==> src/rtl/counter_dispatch_pkg.sv <==
// rtl/counter_dispatch_pkg.sv - shared constants and helpers for the counter dispatch stage
package counter_dispatch_pkg;

  localparam int DT_SZ_DEF = 4;

  localparam logic [0:0] ST_IDLE  = 1'b0;
  localparam logic [0:0] ST_SERVE = 1'b1;

  // A zero service time would never finish; treat it as one time unit.
  function automatic logic [31:0] clamp_min1(input logic [31:0] t);
    return (t == 32'd0) ? 32'd1 : t;
  endfunction

endpackage

==> src/rtl/counter_dispatch_service_counter.sv <==
// rtl/counter_dispatch_service_counter.sv - one service counter: load, tick-driven countdown, done pulse
module service_counter
  import counter_dispatch_pkg::*;
#(
  parameter int DT_SZ = DT_SZ_DEF
) (
  input  logic             clk,
  input  logic             rst_n,
  input  logic             load,
  input  logic [DT_SZ-1:0] load_num,
  input  logic [DT_SZ-1:0] load_time,
  input  logic             tick,
  output logic             busy,
  output logic [DT_SZ-1:0] num,
  output logic [DT_SZ-1:0] rem,
  output logic             done,
  output logic             fin
);

  logic [0:0]       state;
  logic [DT_SZ-1:0] num_q;
  logic [DT_SZ-1:0] rem_q;
  logic             done_q;

  // fin is the combinational "completes at this edge" used by the served total.
  assign fin  = (state == ST_SERVE) && tick && (rem_q == DT_SZ'(1));
  assign busy = (state == ST_SERVE);
  assign num  = num_q;
  assign rem  = rem_q;
  assign done = done_q;

  always_ff @(posedge clk or negedge rst_n) begin
    if (!rst_n) begin
      state  <= ST_IDLE;
      num_q  <= '0;
      rem_q  <= '0;
      done_q <= 1'b0;
    end else begin
      done_q <= 1'b0;
      case (state)
        ST_IDLE: begin
          if (load) begin
            state <= ST_SERVE;
            num_q <= load_num;
            rem_q <= DT_SZ'(clamp_min1(32'(load_time)));
          end
        end
        default: begin
          if (tick) begin
            if (rem_q == DT_SZ'(1)) begin
              state  <= ST_IDLE;
              num_q  <= '0;
              rem_q  <= '0;
              done_q <= 1'b1;
            end else begin
              rem_q <= rem_q - DT_SZ'(1);
            end
          end
        end
      endcase
    end
  end

endmodule

==> src/rtl/counter_dispatch.sv <==
// rtl/counter_dispatch.sv - pops FIFO customers into the lowest idle service counter and totals completions
module counter_dispatch
  import counter_dispatch_pkg::*;
#(
  parameter int DT_SZ = DT_SZ_DEF,
  parameter int N_CTR = 2,
  parameter int SRV_W = 8
) (
  input  logic                   clk,
  input  logic                   rst_n,
  input  logic                   tick,
  input  logic                   q_empty,
  input  logic [DT_SZ-1:0]       qn,
  input  logic [DT_SZ-1:0]       qt,
  output logic                   q_re,
  output logic [N_CTR-1:0]       busy,
  output logic [N_CTR*DT_SZ-1:0] cnum,
  output logic [N_CTR*DT_SZ-1:0] crem,
  output logic [N_CTR-1:0]       done,
  output logic [SRV_W-1:0]       served
);

  localparam int SUM_W = SRV_W + 4;
  localparam logic [SUM_W-1:0] SRV_MAX = SUM_W'({SRV_W{1'b1}});

  logic [N_CTR-1:0] idle;
  logic [N_CTR-1:0] sel;
  logic [N_CTR-1:0] load;
  logic [N_CTR-1:0] fin;
  logic [3:0]       fin_cnt;
  logic [SUM_W-1:0] sum;
  logic             found;

  assign idle = ~busy;

  always_comb begin
    sel   = '0;
    found = 1'b0;
    for (int k = 0; k < N_CTR; k++) begin
      if (idle[k] && !found) begin
        sel[k] = 1'b1;
        found  = 1'b1;
      end
    end
  end

  // Counters all read idle while reset is held; gating keeps the FIFO from popping then.
  assign q_re = rst_n && !q_empty && (|idle);
  assign load = {N_CTR{q_re}} & sel;

  for (genvar g = 0; g < N_CTR; g++) begin : g_ctr
    service_counter #(.DT_SZ(DT_SZ)) u_ctr (
      .clk      (clk),
      .rst_n    (rst_n),
      .load     (load[g]),
      .load_num (qn),
      .load_time(qt),
      .tick     (tick),
      .busy     (busy[g]),
      .num      (cnum[g*DT_SZ +: DT_SZ]),
      .rem      (crem[g*DT_SZ +: DT_SZ]),
      .done     (done[g]),
      .fin      (fin[g])
    );
  end

  always_comb begin
    fin_cnt = '0;
    for (int k = 0; k < N_CTR; k++) begin
      fin_cnt = fin_cnt + 4'(fin[k]);
    end
  end

  assign sum = SUM_W'(served) + SUM_W'(fin_cnt);

  always_ff @(posedge clk or negedge rst_n) begin
    if (!rst_n) begin
      served <= '0;
    end else if (sum > SRV_MAX) begin
      served <= {SRV_W{1'b1}};
    end else begin
      served <= sum[SRV_W-1:0];
    end
  end

endmodule

==> config.mk <==
export PLATFORM = sky130hd
export DESIGN_NAME = counter_dispatch
export DESIGN_NICKNAME = d
export VERILOG_FILES = /design/src/rtl/counter_dispatch_pkg.sv /design/src/rtl/counter_dispatch_service_counter.sv /design/src/rtl/counter_dispatch.sv
export SDC_FILE = /design/constraint.sdc
export NUM_CORES = 1
export LEC_CHECK = 0
export CORE_ASPECT_RATIO = 1.2
export CORE_MARGIN = 5
export CORE_UTILIZATION = 46
export CTS_CLUSTER_DIAMETER = 30
export CTS_CLUSTER_SIZE = 24
export DETAILED_ROUTE_END_ITERATION = 7
export GPL_ROUTABILITY_DRIVEN = 0
export PLACE_DENSITY = 0.82
export SLEW_MARGIN = 20
export SYNTH_ARGS = -nofsm -noshare
export SYNTH_HDL_FRONTEND = slang
export SYNTH_HIERARCHICAL = 1
export SYNTH_SLANG_ARGS = --single-unit
export TNS_END_PERCENT = 1
==> constraint.sdc <==
create_clock -name clk -period 2.6 [get_ports clk]
set_input_delay 0.39 -clock clk [delete_from_list [all_inputs] [get_ports clk]]
set_output_delay 0.39 -clock clk [all_outputs]
set_load 0.005 [all_outputs]
Yosys cells after proc, flatten, opt, wreduce, memory -nomap -nowiden
Cells that the tools add are included.

Logic and storage cells: 73. Output and inout bits: 29. Flip-flop bits (word level): 28. Bits of input ports: 12.

$lt $le $gt $ge: 1. Add/subtract/negate cells: 4. Bitwise operators: 2. Mux-type cells: 34. Reduce and logical (&&, ||, !) cells: 17. Eq/ne operators: 6.

Operators by type and width (count): 4-bit 2-to-1 mux (17); 1-bit 2-to-1 mux (16); 8-bit by 2-bit adder with 9-bit output (1); 9-bit by 8-bit greater-than comparator with 1-bit output, second input constant (1); 4-bit by 1-bit == test with 1-bit output, second input constant (2); 8-bit 2-to-1 mux (1); 2-bit inequality test, second input constant (4); 4-bit by 1-bit subtractor with 4-bit output, second input constant (2); 1-bit logical AND (7); 3-bit AND reduction (2); 4-bit zero test (1); 2-bit AND reduction (2); 2-bit nonzero test (2); 1-bit by 1-bit adder with 2-bit output (1); 2-bit AND (1); 1-bit zero test (2); 2-bit NOT (1); 2-bit OR reduction (1).

Longest topological paths before layout
Gate-level depths: netlist of run 1.

Word-level depth: 8. Mapped depth: 9. Depth with buffers taken out: 9.

Hierarchy
The synthesis of run 1 kept the hierarchy.

Modules (own cells, without submodules): service_counter (times used 2, area an instance 543.0 µm², cells each 58, sequential area each 250.2 µm²); counter_dispatch (times used 1, area an instance 412.9 µm², cells each 37, sequential area each 200.2 µm²).

Worst setup path before layout of run 1
Ideal clock, no wire load.

Kind: reg-to-reg. Start point: reg g_ctr[0].u_ctr.rem_q[0]. End point: reg served[3]. Setup slack: 0.460 ns. Buffers on the path: 0. Cell stages (with the launch flop): 9. Required time: 2.469 ns. Data arrival time: 2.008 ns. Library setup time: 0.131 ns. Clock period less this slack: 2.140 ns. Cells stage by stage: dfrtp_1 > ha_1 > nand2b_1 > nor3_4 > fa_1 > ha_1 > and3_2 > nand3_1 > o21ai_0.

Word-level cells in the longest chain between the ends: 6.

Ends and longest elaborated chain: from (decl) (RTL line counter_dispatch_service_counter.sv:22) `logic [DT_SZ-1:0] rem_q;`; from (signal assigned) (RTL line counter_dispatch_service_counter.sv:45) `rem_q <= DT_SZ'(clamp_min1(32'(load_time)));`; from (signal assigned) (RTL line counter_dispatch_service_counter.sv:56) `rem_q <= rem_q - DT_SZ'(1);`; 4-bit by 1-bit == test with 1-bit output * (RTL line counter_dispatch_service_counter.sv:26) `assign fin = (state == ST_SERVE) && tick && (rem_q == DT_SZ'(1));`; 1-bit logical AND * (RTL line counter_dispatch_service_counter.sv:26); net fin[0] (RTL line counter_dispatch.sv:29) `logic [N_CTR-1:0] fin;`; 1-bit by 1-bit adder with 2-bit output * (RTL line counter_dispatch.sv:70) `fin_cnt = fin_cnt + 4'(fin[k]);`; 8-bit by 2-bit adder with 9-bit output * (RTL line counter_dispatch.sv:74) `assign sum = SUM_W'(served) + SUM_W'(fin_cnt);`; 9-bit by 8-bit greater-than comparator with 1-bit output (RTL line counter_dispatch.sv:79) `end else if (sum > SRV_MAX) begin`; 8-bit 2-to-1 mux * (RTL line counter_dispatch.sv:79); to (signal assigned) (RTL line counter_dispatch.sv:80) `served <= {SRV_W{1'b1}};`; to (signal assigned) (RTL line counter_dispatch.sv:82) `served <= sum[SRV_W-1:0];`; to (decl) (RTL line counter_dispatch.sv:20) `output logic [SRV_W-1:0] served`.

Mark *: on every way through the listed nets, which the timed path passes. The rest lies on a longest branch. A chain may end at the register's enable or synchronous reset.

Final worst setup path of run 1
Start point: reg g_ctr[0].u_ctr.rem_q[0]. End point: reg served[5].

The elaborated chain is that of the path after synthesis.

==> impl_results.md, run 1 <==
* Worst-Margin Slew at 396.1 ps
* DR vias/cell at 5.562
* Die W at approximately 62 um
* Worst EP arrival at 2570 ps
* H-tree Lvls at 1
* Initial antenna violation count at 0
* CP max stage cell: dfrtp_1
* Io pins at slightly above 40
* Clk pwr share at 10.4%
* Layout net count at 219
* CTS tree: built
* Crit path time final at 2347 ps
* Most frequent CP cell: ha_1
* Setup slack, reg-to-reg at 250 ps
* # setup viols final at 0
* Gr ovfl total at 0
* # diodes at 0
* CTS sink cnt at 28
* Largest net degree at the start of global routing at 29
* Max incr delay on CP at slightly below 500 ps
* Hold Path Class: in2async
* Vias in the first global route at 1431
* Final hold vios at 0
* Final Util at 63.72%
* Leakage at 0.0008859 uW
* Fin. max-slew vios at 0
* Reg2reg start: g_ctr[0].u_ctr/rem[0]
* Area growth from synthesis to layout at 32.22%
* Final Cycle Share at between 90% and 100%
* RSZ-0062 raised after global routing: no
* Setup CP Type: reg2reg
* Most frequent cells in the layout: clkdlybuf4s50_1, dfrtp_1, nand2_1, o21ai_0, nor2_1
* Share of cells above drive strength 1 at a little under an eighth
* Max Cap Viol at 0
* Synth Cell Area at roughly 1500 um2
* Core ar. at 3110 um2
* Crit end category: register
* Worst slew margin at between 70 and 80%
* CP top delay family: adder cells
* Clock Skews at 4.620 ps
* Clock transition at path regs at around 150 ps
* Commonest non-fill, non-tap cell in the layout: clkdlybuf4s50_1
* Power Density at 882.6 nW/um2
* Cell Chain, Critical Path: ha_1, nand2b_1, nor3_4, fa_1, ha_1, and3_2, nand3_1, o21ai_0
* Number of port buffers at 40
* Mapped Cells at 153
* R2r endpoint: served[5]
* Antenna Violating Nets Remaining at 0
* Setup TNS at 0 ps
* CP Buf/Inv Count at 0
* Seq cells post-synth at 28
* Setup crit start kind: register
* Initial DRC Count at 32
* Post-synth cell types at 31
* Synth warnings at 6
* Iteration count of the initial detailed-routing pass at 4
* GRT Total Usage at between 10% and 20%
* Post-synthesis average cell area at approximately 10 um2
* First-pass GRT wire length at 6541 um
* Peak supply drop at 699.4 uV
* Flop pwr share at 44.8%
* Root buf cell: clkbuf_4
* Initial core utilization at between 40 and 50%
* Sw Pwr at 635.9 uW
* Data required, critical path at 2820 ps
* Die height at roughly 73 um
* WL/cell at 15.52 um
* HPWL Detailed at roughly 2900 um
* Row cnt at 22
* Gate power share at around 45%
* CTS buffer count at 3
* Run status: finished clean
* # DRC at 0
* Vias at 1307
* Hold Buf Count CTS at 0
* R2R cell count at 8
* PnR Total Power at 1749 uW
* PostCTS Resize Cnt at 0
* Drt total wl at about 3600 um
* Worst-Skew Late Latency at approximately 330 ps
* Register area share after synthesis at 46.74%
* Clk buf depth at 2
* Power Internal at 1113 uW
* Setup repair bufs after CTS at 0
* Crit-path max FO at 6
* Fmax at about 430 MHz
* Die area at 4505 um2
* Net Sw Frac at around 36%
* Syn nets at 171
==> cell usage after synthesis, drive strengths merged <==
cell type	number	area [um2]
dfrtp	28	700.7
and4	1	11.26
nand4	1	12.51
nand3	4	20.02
a41oi	1	8.760
a211oi	2	15.01
o311ai	2	17.52
and3	3	21.27
ha	5	62.56
buf	2	22.52
nand3b	4	30.03
mux2	3	45.04
o21ai	16	80.08
nand2	21	83.83
nor3	9	67.56
o22ai	2	12.51
nor3b	1	7.510
a31oi	4	25.02
xnor2	1	8.760
inv	7	26.28
nor2b	3	18.77
nor2	11	41.29
a21oi	9	45.04
fa	1	20.02
and2b	2	17.52
nand2b	10	77.58
==> sequential cells by signal (all words and copies together), names as in the netlist <==
register,count
g_ctr.u_ctr/rem,8
g_ctr.u_ctr/busy,2
served,8
g_ctr.u_ctr/done,2
g_ctr.u_ctr/num,8
==> routing by layer <==
layer / vias to the layer above / GRT usage [%] / part of all wire [%]
met5: - / 0 / 0
met4: 0 / 6.506 / 1.3
met3: 4 / 4.799 / 5.8
met2: 42 / 29.61 / 49
met1: 635 / 21.74 / 44
li1: 626 / - / -
==> final cells by class <==
class / instances / area (um2)
repair buffers: 45 / 437.9
clock buffers: 3 / 22.52
inverters: 7 / 26.28
multi-input cells: 116 / 749.5
fillers: 260 / 1129
well taps: 36 / 45.04
flip-flops and latches: 28 / 700.7
==> worst register-to-register path, cell delays in order, from the launching register on <==
cell,delay [ps]
dfrtp_1,490
ha_1,260
nand2b_1,200
nor3_4,60
fa_1,440
ha_1,260
and3_2,250
nand3_1,160
o21ai_0,110
==> kinds of logic (layout without fill, tap and decap cells) <==
family,count (synthesis),count (layout),share of synthesized area (%)
fa+ha+maj,6,6,5.509
xor+xnor,1,1,0.5844
mux,3,3,3.005
compound gates,36,36,13.61
simple gates,70,70,27.30
buf+inv,9,55,3.256
flops,28,28,46.74
==> power groups by stage <==
stage                     logic (uW)  registers (uW)  clock network, uW
after floorplan                  387             757                  0
after global placement           764             779                  0
after detailed placement         792             794                  0
after CTS                        796             785                187
after global routing             873             820                205
final                            784             784                181
==> metrics by stage <==
| step | hold slack, ps | setup slack [ps] | cell area, um2 | std cells |
|---|---|---|---|---|
| 2_1_floorplan | 94.41 | 460.4 | 1499 | 153 |
| 3_3_place_gp | 518.3 | 76.88 | 1959 | 232 |
| 3_5_place_dp | 518.6 | 17.09 | 1959 | 232 |
| 4_1_cts | 482.2 | 231.7 | 1982 | 235 |
| 5_1_grt | 501.1 | 25.29 | 1982 | 235 |
| 6_report | 478.6 | 253.2 | 1982 | 235 |
==> worst max-delay path by stage <==
| stage | startpoint | endpoint | slack [ps] | cells after the start |
|---|---|---|---|---|
| after floorplan | g_ctr[0].u_ctr/rem[0] | served[3] | 460 | 8 |
| after CTS | g_ctr[0].u_ctr/rem[0] | served[3] | 230 | 8 |
| after detailed placement | tick | served[3] | 20 | 8 |
| final | g_ctr[0].u_ctr/rem[0] | served[5] | 250 | 8 |
| after global routing | g_ctr[0].u_ctr/rem[0] | served[3] | 30 | 8 |
| after global placement | tick | served[5] | 80 | 8 |
Note: power is estimated with default switching activity, not from simulation.
==> inputs of run 2 (changes only) <==
- HOLD_SLACK_MARGIN: not set -> 0.05
==> results of run 2 <==
No change in the layout: final DEF, timing and power equal those of run 1.
==> inputs of run 3 (changes only) <==
- CORE_MARGIN: 5 -> 4
- clock period: 2.6 -> 3 ns (I/O delays scaled with it)
==> impl_results.md, run 3 (synthesis gave the netlist of run 1 again) <==
* Run status: finished clean
* Crit-path max FO at 6 (unchanged)
* Hold Buf Count CTS at 0 (unchanged)
* Pre-CTS setup slack at 269.6 ps (+252.5 ps)
* Antenna Violating Nets Remaining at 0 (unchanged)
* CTS sink cnt at 28 (unchanged)
* Peak supply drop at 601.2 uV (-14%)
* Number of port buffers at 40 (unchanged)
* Setup slack, reg-to-reg at 560 ps (+300 ps)
* Gr ovfl total at 0 (unchanged)
* Max incr delay on CP at 500 ps (about the same)
* Leakage at 0.0008724 uW (-1.5%)
* Fin. max-slew vios at 0 (unchanged)
* Setup ws final at 556.8 ps (+303.6 ps)
* Worst EP arrival at 2660 ps (+90 ps)
* Row cnt at 22 (unchanged)
* R2r endpoint: served[5]
* R2R cell count at 8 (unchanged)
* Crit end category: register
* Die area at 4240 um2 (-5.9%)
* Iteration count of the initial detailed-routing pass at 4 (unchanged)
* # setup viols final at 0 (unchanged)
* Initial DRC Count at 32 (unchanged)
* Drt total wl at 3614 um (-0.90%)
* Io pins at 41 (unchanged)
* H-tree Lvls at 1 (unchanged)
* Worst slew margin at 59.27% (-14 points)
* Fillcell total at 258 (-0.77%)
* Power Density at 781.7 nW/um2 (-11%)
* Setup CP Type: reg2reg
* Clk buf depth at 2 (unchanged)
* Reg2reg start: g_ctr[0].u_ctr/rem[0]
* Initial core utilization at 48.62% (+0.43 points)
* Area after DPL at 1929 um2 (-1.5%)
* Crit path from: g_ctr[0].u_ctr/rem[0]
* Flop pwr share at 45.0% (+0.2 points)
* Data required, critical path at 3220 ps (+400 ps)
* Clk pwr share at 12.2% (+1.8 points)
* Net Sw Frac at 36.04% (-0.31 points)
* Share of cells above drive strength 1 at 10.20% (-1.4 points)
* Power Internal at 982.8 uW (-12%)
* Clock Skews at 7.845 ps (+3.224 ps)
* Setup repair bufs after CTS at 0 (unchanged)
* Vias at 1287 (-1.5%)
* Initial antenna violation count at 0 (unchanged)
* Vias in the first global route at 1359 (-5.0%)
* Sw Pwr at 553.8 uW (-13%)
* CTS buffer count at 3 (unchanged)
* Most frequent CP cell: ha_1
* RSZ-0062 raised after global routing: no
* CP max stage cell: dfrtp_1
* Crit path time final at 2443 ps (+96.37 ps)
* Commonest non-fill, non-tap cell in the layout: clkdlybuf4s50_1
* Root buf cell: clkbuf_4
* First-pass GRT wire length at 6175 um (-5.6%)
* Layout net count at 215 (-1.8%)
* Area growth from synthesis to layout at 31.14%
* Worst-Margin Slew at 609.6 ps (+213.5 ps)
* Die W at 60.11 um (-3.2%)
* Largest net degree at the start of global routing at 29 (unchanged)
* Core ar. at 3083 um2 (-0.88%)
* Final hold vios at 0 (unchanged)
* Setup crit start kind: register
* Final Cycle Share at 81.44% (-8.8 points)
* # diodes at 0 (unchanged)
* CTS tree: built
* Fmax at 409.3 MHz (-3.9%)
* Max Cap Viol at 0 (unchanged)
* # DRC at 0 (unchanged)
* Clock transition at path regs at 150 ps (about the same)
* Gate power share at 42.8% (-2.0 points)
* Die height at 70.53 um (-2.8%)
* Design Area, Final at 1966 um2 (-0.82%)
* DR vias/cell at 5.547 (-0.26%)
* Cell Chain, Critical Path: ha_1, nand2b_1, nor3_4, fa_1, ha_1, and3_2, nand3_1, o21ai_0
* GRT Total Usage at 18.45% (+0.77 points)
* Hold Path Class: in2async
* WL/cell at 15.58 um (+0.38%)
* Worst-Skew Late Latency at 330 ps (about the same)
* Most frequent cells in the layout: clkdlybuf4s50_1, dfrtp_1, nand2_1, o21ai_0, nor2_1
* HPWL Detailed at 2785 um (-2.3%)
* PostCTS Resize Cnt at 0 (unchanged)
* Setup TNS at 0 ps (unchanged)
-- run 3: changes by cell type in the layout (fill, tap and decap cells not counted) --
cell,delta
buf_4,-4
clkbuf_8,+1
-- run 3: worst max-delay path: cells and delay by family, from the launching register on --
| family | cells | cell delay [ps] |
|---|---|---|
| and+or+nand+nor | 4 | 740 |
| AOI/OAI and AO/OA | 1 | 120 |
| DFF | 1 | 500 |
| adders and majority gates | 3 | 970 |
-- run 3: how the worst max path moves through the flow --
stage | endpoint | slack, ps
global placement | served[3] | 410
global route | served[5] | 410
finish | served[5] | 560
floorplan | served[3] | 860
detailed placement | served[3] | 270
CTS | served[5] | 580
-- run 3: area by class of cell --
| class | count | area, um2 | share of cell area [%] |
|---|---|---|---|
| Clock buffer | 4 | 36.28 | 1.846 |
| Inverter | 7 | 26.28 | 1.337 |
| Multi-Input combinational cell | 116 | 749.5 | 38.13 |
| Sequential cell | 28 | 700.7 | 35.65 |
| Tap cell | 36 | 45.04 | 2.292 |
| Timing Repair Buffer | 41 | 407.9 | 20.75 |
-- run 3: power by group through the flow --
stage,combinational (uW),sequential [uW],clock (uW)
final,657,692,187
after global placement,640,688,0
after detailed placement,664,696,0
after CTS,668,691,190
after floorplan,335,656,0
after global routing,733,718,211
-- run 3: stage by stage --
step / hold slack, ps / total power [uW] / cells / util [%]
after floorplan: 154.4 / 991.2 / 153 / -
after global placement: 519.4 / 1328 / 228 / 62.58
after detailed placement: 530.0 / 1360 / 228 / 62.58
after CTS: 535.7 / 1549 / 232 / 63.76
after global routing: 543.5 / 1662 / 232 / 63.76
final: 523.6 / 1537 / 232 / 63.76
-- run 3: per-layer routing --
metal  vias to the layer above  share of wire, %  GRT usage [%]
met4                         0              0.64          3.695
li1                        623                 -              -
met5                         -                 0              0
met1                       616                45          25.56
met3                         5               5.3          3.467
met2                        43                49          29.93
